## config.mk

```make
export PLATFORM = sky130hd
export DESIGN_NAME = if_fetch
export DESIGN_NICKNAME = d
export VERILOG_FILES = /design/src/rtl/if_fetch.sv
export SDC_FILE = /design/constraint.sdc
export NUM_CORES = 1
export LEC_CHECK = 0
export CAP_MARGIN = 10
export CORE_MARGIN = 2
export CORE_UTILIZATION = 55
export DETAILED_ROUTE_END_ITERATION = 6
export PLACE_DENSITY = 0.9
export SETUP_SLACK_MARGIN = 0.1
export SYNTH_ARGS = -nofsm -noshare
export SYNTH_HDL_FRONTEND = slang
export SYNTH_SLANG_ARGS = --single-unit
```

## constraint.sdc

```tcl
create_clock -name clk -period 5.38 [get_ports clk]
set_input_delay 0.538 -clock clk [delete_from_list [all_inputs] [get_ports clk]]
set_output_delay 0.538 -clock clk [all_outputs]
set_load 0.01 [all_outputs]
```

## src/rtl/if_fetch.sv

```systemverilog
// if_fetch: IF stage; assembles 32-bit instructions from four byte reads
// and feeds IF_ID. The optional direct-mapped icache is enabled by ICACHE_EN.
// Ports: clk, rst (sync, active-high), rdy (global enable), stall[4:0],
//   use_npc/npc_addr (ID redirect), mem_req/mem_addr/mem_gnt/mem_rdata
//   (byte memory port), if_pc/if_inst (to IF_ID), stall_req (no inst ready).
module if_fetch #(
  parameter logic [16:0] RESET_PC     = 17'h0,
  parameter int          ICACHE_IDX_W = 6
) (
  input  logic        clk,
  input  logic        rst,
  input  logic        rdy,
  input  logic [4:0]  stall,
  input  logic        use_npc,
  input  logic [16:0] npc_addr,
  input  logic        mem_gnt,
  input  logic [7:0]  mem_rdata,
  output logic        mem_req,
  output logic [16:0] mem_addr,
  output logic [16:0] if_pc,
  output logic [31:0] if_inst,
  output logic        stall_req
);

  typedef enum logic [2:0] {
    S_IDLE, S_B0, S_B1, S_B2, S_B3, S_DONE
  } state_t;

  state_t      state;
  state_t      state_n;
  logic [16:0] pc;
  logic [16:0] pc_n;
  logic [31:0] inst_r;
  logic        gnt_q;
  logic        redir;
  logic        fire;
  logic        fill;
  logic        req_n;
  logic [16:0] addr_n;
  logic        hit_cur;
  logic        hit_nxt;
  logic [31:0] line_cur;

  logic unused_stall;
  assign unused_stall = ^{stall[4:2], stall[0]};

  assign redir     = rdy & use_npc & ~stall[1];
  assign fire      = mem_req & mem_gnt;
  assign stall_req = (state != S_DONE);
  // A redirect turns the slot into a bubble in the same cycle so IF_ID
  // never latches a wrong-path instruction.
  assign if_inst   = (state == S_DONE && !redir) ? inst_r : 32'h0;

  always_comb begin
    state_n = state;
    pc_n    = pc;
    fill    = 1'b0;
    if (redir) begin
      state_n = S_IDLE;
      pc_n    = npc_addr;
    end else begin
      unique case (state)
        S_IDLE: begin
          if (hit_cur)   state_n = S_DONE;
          else if (fire) state_n = S_B0;
        end
        S_B0: if (fire) state_n = S_B1;
        S_B1: if (fire) state_n = S_B2;
        S_B2: if (fire) state_n = S_B3;
        S_B3: begin
          if (gnt_q) begin
            state_n = S_DONE;
            fill    = 1'b1;
          end
        end
        S_DONE: begin
          if (!stall[1]) begin
            state_n = S_IDLE;
            pc_n    = pc + 17'd4;
          end
        end
        default: state_n = S_IDLE;
      endcase
    end
  end

  // Request outputs are registered from the next state; an icache hit
  // on the next pc suppresses the memory request.
  always_comb begin
    req_n  = 1'b0;
    addr_n = mem_addr;
    unique case (state_n)
      S_IDLE: begin
        req_n  = ~hit_nxt;
        addr_n = pc_n;
      end
      S_B0: begin
        req_n  = 1'b1;
        addr_n = pc_n + 17'd1;
      end
      S_B1: begin
        req_n  = 1'b1;
        addr_n = pc_n + 17'd2;
      end
      S_B2: begin
        req_n  = 1'b1;
        addr_n = pc_n + 17'd3;
      end
      default: ;
    endcase
  end

  always_ff @(posedge clk) begin
    if (rst) begin
      state    <= S_IDLE;
      pc       <= RESET_PC;
      mem_req  <= 1'b0;
      mem_addr <= 17'h0;
      inst_r   <= 32'h0;
      if_pc    <= 17'h0;
      gnt_q    <= 1'b0;
    end else if (rdy) begin
      state    <= state_n;
      pc       <= pc_n;
      mem_req  <= req_n;
      mem_addr <= addr_n;
      // Byte is valid only in the cycle after its grant.
      gnt_q    <= fire & ~redir;
      if (gnt_q && !redir) begin
        unique case (state)
          S_B0:    inst_r[7:0]   <= mem_rdata;
          S_B1:    inst_r[15:8]  <= mem_rdata;
          S_B2:    inst_r[23:16] <= mem_rdata;
          S_B3:    inst_r[31:24] <= mem_rdata;
          default: ;
        endcase
      end
      if (state == S_IDLE && hit_cur && !redir) inst_r <= line_cur;
      if (state_n == S_DONE && state != S_DONE) if_pc <= pc;
    end
  end

`ifdef ICACHE_EN
  localparam int LINES = 1 << ICACHE_IDX_W;
  localparam int TAG_W = 15 - ICACHE_IDX_W;

  logic [LINES-1:0]        valid;
  logic [TAG_W-1:0]        tags [LINES];
  logic [31:0]             data [LINES];
  logic [ICACHE_IDX_W-1:0] idx_cur;
  logic [ICACHE_IDX_W-1:0] idx_nxt;

  assign idx_cur  = pc[ICACHE_IDX_W+1:2];
  assign idx_nxt  = pc_n[ICACHE_IDX_W+1:2];
  assign hit_cur  = valid[idx_cur] &&
                    tags[idx_cur] == pc[16:ICACHE_IDX_W+2];
  assign hit_nxt  = valid[idx_nxt] &&
                    tags[idx_nxt] == pc_n[16:ICACHE_IDX_W+2];
  assign line_cur = data[idx_cur];

  // fill is never set on a redirect, so aborted fetches leave lines alone.
  always_ff @(posedge clk) begin
    if (rst) begin
      valid <= '0;
    end else if (rdy && fill) begin
      valid[idx_cur] <= 1'b1;
      tags[idx_cur]  <= pc[16:ICACHE_IDX_W+2];
      data[idx_cur]  <= {mem_rdata, inst_r[23:0]};
    end
  end
`else
  logic unused_nocache;
  assign hit_cur        = 1'b0;
  assign hit_nxt        = 1'b0;
  assign line_cur       = 32'h0;
  assign unused_nocache = fill | (ICACHE_IDX_W == 0);
`endif

endmodule

```

==> results of run 1 <==
cells by family after synthesis:
| kind of cell | synth area share (%) |
|---|---|
| compound gates | 17.4 |
| buf+inv | 4.25 |
| mux | 8.24 |
| flops | 36.7 |
| simple gates | 29.6 |
| fa+ha+maj | 1.20 |
| xor+xnor | 2.56 |
registers in the layout, summed over array words and instances, names as in the netlist:
signal	flops
inst_r	32
if_pc	17
mem_addr	17
pc	17
state	3
gnt_q	1
mem_req	1
synthesized netlist by cell type, types with 3 or more instances:
| library cell | count |
|---|---|
| buf_1 | 3 |
| o21ai_1 | 4 |
| a21oi_1 | 53 |
| a22oi_1 | 3 |
| a311oi_1 | 6 |
| nand4_1 | 6 |
| xor2_1 | 4 |
| o31ai_1 | 5 |
| nand3_1 | 13 |
| nor2_1 | 92 |
| dfxtp_1 | 88 |
| ha_1 | 3 |
| a31oi_1 | 3 |
| nor4_1 | 7 |
| xnor2_1 | 10 |
| and3_1 | 35 |
| nor3_1 | 16 |
| a31o_2 | 3 |
| nand2b_1 | 3 |
| inv_2 | 3 |
| mux2i_1 | 35 |
| and2_1 | 4 |
| or4_1 | 3 |
| a21o_1 | 3 |
| o21ai_0 | 12 |
| inv_1 | 6 |
| nor2b_1 | 3 |
| or3_1 | 3 |
| mux2_2 | 3 |
| nand2_1 | 82 |
| clkbuf_1 | 37 |
| a211oi_1 | 10 |
| and3b_1 | 3 |
layer usage:
layer  up-vias  routed length, µm  global-route usage (%)
li1       2294                  -                       -
met1      2225               5440                    33.2
met2       191               6400                    46.6
met3        39               1010                    6.47
met4         0                440                    14.1
met5         -                  0                       0
area by class of cell:
class                      count  area, µm²  area share, %
clock buffer                  11        151           2.50
tap                          108        135           2.23
timing repair buffer         107       1060           17.5
clock inverter                 5       63.8           1.05
inverter                      10       37.5          0.620
sequential                    88       1760           29.1
multi-input combinational    468       2850           47.0
power by group:
part | switching, mW | internal, mW
Sequential | 0.0150 | 0.666
Combinational | 0.0955 | 0.0764
Clock | 0.251 | 0.243
critical path: cells and delay by family:
family / cells / cell delay, ns
and+or+nand+nor: 3 / 1.57
buffers and inverters: 3 / 0.85
AOI/OAI and AO/OA: 3 / 0.44
adders and majority gates: 1 / 0.29
muxes: 1 / 0.27
xor gates and xnor gates: 1 / 0.10
final timing paths:
kind,start,endpoint,depth (start not counted)
worst max register to register,state[0],mem_addr[14],10
worst min register to register,inst_r[30],inst_r[30],2
worst min-delay path,inst_r[30],inst_r[30],2
worst max-delay path,stall[1],mem_addr[15],12
metrics by stage:
stage	instances	setup slack, ns	area, µm²	utilization, %
2_1_floorplan	608	2.28	4800	-
3_3_place_gp	781	1.33	5840	67.9
3_5_place_dp	781	1.25	5840	67.9
4_1_cts	797	1.61	6050	70.4
5_1_grt	797	1.35	6050	70.4
6_report	797	1.60	6050	70.4
==> flow_metrics.env, run 1 <==
export IMPL_outcome="finished, final reports clean"
export IMPL_worstMarginPinSlew_ns=0.900
export IMPL_routedWlPerCell_um=16.7
export IMPL_vdd_ir_drop_max_mv=0.123
export IMPL_async_flop_share_pct=0
export IMPL_syn_to_final_growth_pct=26.1
export IMPL_n_fill_cell=717
export IMPL_p_leak_nw=2.19
export IMPL_fin_crit_sh_pct=70.3
export IMPL_synth_edf_count=0
export IMPL_p_per_area_mw_per_mm2=223
export IMPL_grt_max_degree=89
export IMPL_final_cell_mix="97 x clkdlybuf4s50_1, 92 x nor2_1, 88 x dfxtp_1"
export IMPL_cts_hold_fix_buffers=0
export IMPL_netlist_cell_type_count=71
export IMPL_yosysTopAreaCell="dfxtp_1"
export IMPL_hold_slack_ns=0.458
export IMPL_slowest_stage="and3b_1"
export IMPL_ys_ff_latch=88
export IMPL_cp_max_fo=21
export IMPL_rsz0062_at_grt="no"
export IMPL_num_rows=34
export IMPL_hold_viol=0
export IMPL_grt_usage_pct=27.8
export IMPL_synth_ff_type="dfxtp_1"
export IMPL_finalNetCount=723
export IMPL_drc_errors=0
export IMPL_initial_core_util_pct=55.8
export IMPL_drtIter0Drc=239
export IMPL_end_kind="flop"
export IMPL_die_w_um=97.4
export IMPL_yosysSeqAreaShare_pct=36.7
export IMPL_die_area_mm2=0.00948
export IMPL_syn_avg_cell_area_um2=7.89
export IMPL_io_buffer_count=98
export IMPL_gp_congestion=0.930
export IMPL_grt_pass1_wl_mm=21.9
export IMPL_drive_above_1_share_pct=7.69
export IMPL_wl_mm=13.3
export IMPL_relSlewSlack_pct=40.0
export IMPL_route_vias_total=4749
export IMPL_required_ns=5.65
export IMPL_synth_top_cell_area_share_pct=36.7
export IMPL_slowest_delay_ns=0.86
export IMPL_post_drt_via_cell_ratio=5.96
export IMPL_postSynthCellCount=608
export IMPL_hold_class="flop to flop"
export IMPL_antenna_found_initial=0
export IMPL_clkLatencyLatePin_ns=0.36
export IMPL_drtAntennaViolNets=0
export IMPL_final_common_cell="clkdlybuf4s50_1"
export IMPL_fin_crit_ns=3.78
export IMPL_first_pass_iters=5
export IMPL_cts_inserted_buffers=9
export IMPL_reg2reg_setup_slack_ns=1.64
export IMPL_ios=103
export IMPL_cts_buffer_depth=2
export IMPL_path_clk_slew_ns=0.09
export IMPL_drv_cap=0
export IMPL_die_h_um=97.4
export IMPL_clockRootBuffer="clkbuf_8"
export IMPL_syn_area_mm2=0.00480
export IMPL_yosysWarnings=0
export IMPL_htreeDepth=3
export IMPL_cts_sinks=88
export IMPL_core_region_area_mm2=0.00859
export IMPL_finalSetupTns_ns=0
export IMPL_finalSetupViolations=0
export IMPL_path_cells="clkdlybuf4s50_1 > and3b_1 > mux2i_1 > buf_4 > inv_1 > ha_1 > a21oi_1 > nor4b_1 > o21bai_4 > nor3_1 > xor2_1 > a211oi_1"
export IMPL_n_antenna_cell=0
export IMPL_gr_total_overflow=0
export IMPL_fin_skew_ns=0.0116
export IMPL_cts_resized=0
export IMPL_grt_pass1_vias=4636
export IMPL_worstSetupStartpointType="input port"
export IMPL_synth_fp_nets=647
export IMPL_hpwl_mm=9.31
export IMPL_crit_arrival_ns=4.06
export IMPL_max_freq_ghz=0.264
export IMPL_total_power_mw=1.35
export IMPL_drv_slew=0
export IMPL_synth_area_leaders="dfxtp_1 37%, mux2i_1 7.3%, nor2_1 7.2%, nand2_1 6.4%, a21oi_1 5.5%"
export IMPL_tritoncts="yes"
export IMPL_post_cts_buffers=0
export IMPL_critPathKind="input port to flop"
No activity file was read; power rests on OpenSTA's default activity.
==> inputs of run 2 (changes only) <==
--- a/config.mk
+++ b/config.mk
@@ -7,9 +7,9 @@
 export LEC_CHECK = 0
 export CAP_MARGIN = 10
 export CORE_MARGIN = 2
-export CORE_UTILIZATION = 55
+export CORE_UTILIZATION = 51
 export DETAILED_ROUTE_END_ITERATION = 6
-export PLACE_DENSITY = 0.9
+export PLACE_DENSITY = 0.84
 export SETUP_SLACK_MARGIN = 0.1
 export SYNTH_ARGS = -nofsm -noshare
 export SYNTH_HDL_FRONTEND = slang
==> constraint.sdc (replaced) <==
create_clock -name clk -period 3.6 [get_ports clk]
set_input_delay 0.36 -clock clk [delete_from_list [all_inputs] [get_ports clk]]
set_output_delay 0.36 -clock clk [all_outputs]
set_load 0.01 [all_outputs]
==> flow_metrics.env, run 2 (synthesis gave the netlist of run 1 again) <==
export IMPL_drv_slew=0
export IMPL_worstSetupStartpointType="flop"
export IMPL_core_region_area_mm2=0.00920
export IMPL_worstMarginPinSlew_ns=0.797
export IMPL_crit_family="compound AO/OA/AOI/OAI gates"
export IMPL_relSlewSlack_pct=46.9
export IMPL_grt_pass1_vias=4541
export IMPL_fin_skew_ns=0.0106
export IMPL_drtIter0Drc=217
export IMPL_clockRootBuffer="clkbuf_8"
export IMPL_die_h_um=101
export IMPL_post_cts_buffers=0
export IMPL_vdd_ir_drop_max_mv=0.291
export IMPL_fin_crit_sh_pct=87.5
export IMPL_cp_max_fo=16
export IMPL_hpwl_mm=9.75
export IMPL_drv_cap=0
export IMPL_drive_above_1_share_pct=8.88
export IMPL_clkLatencyLatePin_ns=0.37
export IMPL_grt_pass1_wl_mm=22.1
export IMPL_ios=103
export IMPL_p_per_area_mw_per_mm2=341
export IMPL_final_common_cell="clkdlybuf4s50_1"
export IMPL_initial_core_util_pct=52.2
export IMPL_cts_hold_fix_buffers=0
export IMPL_antenna_found_initial=0
export IMPL_die_area_mm2=0.0102
export IMPL_total_power_mw=2.09
export IMPL_gr_total_overflow=0
export IMPL_post_drt_via_cell_ratio=5.97
export IMPL_cts_resized=0
export IMPL_die_w_um=101
export IMPL_p_leak_nw=2.25
export IMPL_slowest_delay_ns=0.63
export IMPL_regMostFlops="inst_r"
export IMPL_crit_arrival_ns=3.43
export IMPL_outcome="finished, final reports clean"
export IMPL_wl_mm=13.7
export IMPL_final_cell_mix="97 x clkdlybuf4s50_1, 92 x nor2_1, 88 x dfxtp_1"
export IMPL_routedWlPerCell_um=16.9
export IMPL_grt_util_met3_pct=7.35
export IMPL_finalSetupTns_ns=0
export IMPL_slowest_stage="dfxtp_1"
export IMPL_route_vias_total=4828
export IMPL_drc_errors=0
export IMPL_hold_class="input port to flop"
export IMPL_first_pass_iters=6
export IMPL_syn_to_final_growth_pct=27.8
export IMPL_final_area_mm2=0.00613
export IMPL_largest_register_ffs=32
export IMPL_grt_busiest_layer="met2"
export IMPL_htreeDepth=3
export IMPL_fin_crit_ns=3.15
export IMPL_use_met1_pct=32.1
export IMPL_path_clk_slew_ns=0.09
export IMPL_num_rows=35
export IMPL_final_util_pct=66.7
export IMPL_critPathKind="flop to flop"
export IMPL_dpl_cell_area_mm2=0.00589
export IMPL_tritoncts="yes"
export IMPL_required_ns=3.88
export IMPL_path_cells="nand4_1 > o22ai_1 > a211oi_2 > o211a_1 > ha_1 > a21oi_1 > nor4b_1 > o21bai_4 > nor3_1 > xor2_1 > a211oi_1"
export IMPL_crit_buf_inv=0
export IMPL_finalNetCount=732
export IMPL_hold_viol=0
export IMPL_io_buffer_count=98
export IMPL_grt_max_degree=63
export IMPL_grt_usage_pct=27.3
export IMPL_max_freq_ghz=0.317
export IMPL_grtUsageMet2_pct=48.0
export IMPL_end_kind="flop"
export IMPL_n_antenna_cell=0
export IMPL_rsz0062_at_grt="no"
export IMPL_drtAntennaViolNets=0
export IMPL_cts_buffer_depth=2
export IMPL_cts_inserted_buffers=9
export IMPL_finalSetupViolations=0
export IMPL_cts_sinks=88
export IMPL_gp_congestion=0.927
## run 2: area by class of cell
| cell class | instances | area (µm²) |
|---|---|---|
| Fill cell | 768 | 3070 |
| Multi-Input combinational cell | 468 | 2850 |
| Sequential cell | 88 | 1760 |
| Timing Repair Buffer | 116 | 1110 |
| Clock buffer | 11 | 151 |
| Tap cell | 111 | 139 |
| Clock inverter | 5 | 85.1 |
| Inverter | 10 | 37.5 |
## run 2: routing by layer
metal,vias up,share of wire (%)
li1,2312,-
met5,-,0
met4,0,2.1
met3,28,8.0
met1,2294,40
met2,194,50
## run 2: worst reg2reg max path: stages (launching register included)
cell,delay [ns]
dfxtp_1,0.63
nand4_1,0.17
o22ai_1,0.34
a211oi_2,0.10
o211a_1,0.18
ha_1,0.28
a21oi_1,0.09
nor4b_1,0.53
o21bai_4,0.13
nor3_1,0.26
xor2_1,0.11
a211oi_1,0.26
## run 2: report_power, final
group | leakage [nW] | internal [mW] | switching [mW]
clock | 0.117 | 0.434 | 0.376
combinational | 1.42 | 0.116 | 0.143
sequential | 0.713 | 0.996 | 0.0232
## run 2: through the flow
stage               cells  hold WS (ns)  setup WS, ns
floorplan             608         0.429         0.498
global placement      793         0.440         0.248
detailed placement    793         0.447         0.182
CTS                   809         0.422         0.513
global route          809         0.443         0.219
finish                809         0.426         0.449
## run 2: worst paths after layout
path / startpoint / endpoint / slack, ns / cells past startpoint
min reg2reg: inst_r[31] / inst_r[31] / 0.46 / 2
max reg2reg: state[0] / mem_addr[15] / 0.45 / 11
max: state[0] / mem_addr[15] / 0.45 / 11
min: rst / inst_r[13] / 0.43 / 2
==> inputs of run 3 (changes only) <==
==> constraint.sdc (replaced) <==
create_clock -name clk -period 3.6 [get_ports clk]
set_input_delay 0.36 -clock clk [delete_from_list [all_inputs] [get_ports clk]]
set_output_delay 0.36 -clock clk [all_outputs]
set_load 0.05 [all_outputs]
==> results of run 3 <==
Same layout as run 2 (identical final DEF). Status: finished, final reports clean.
Main changes from that run: total power 2.09 mW -> 2.13 mW
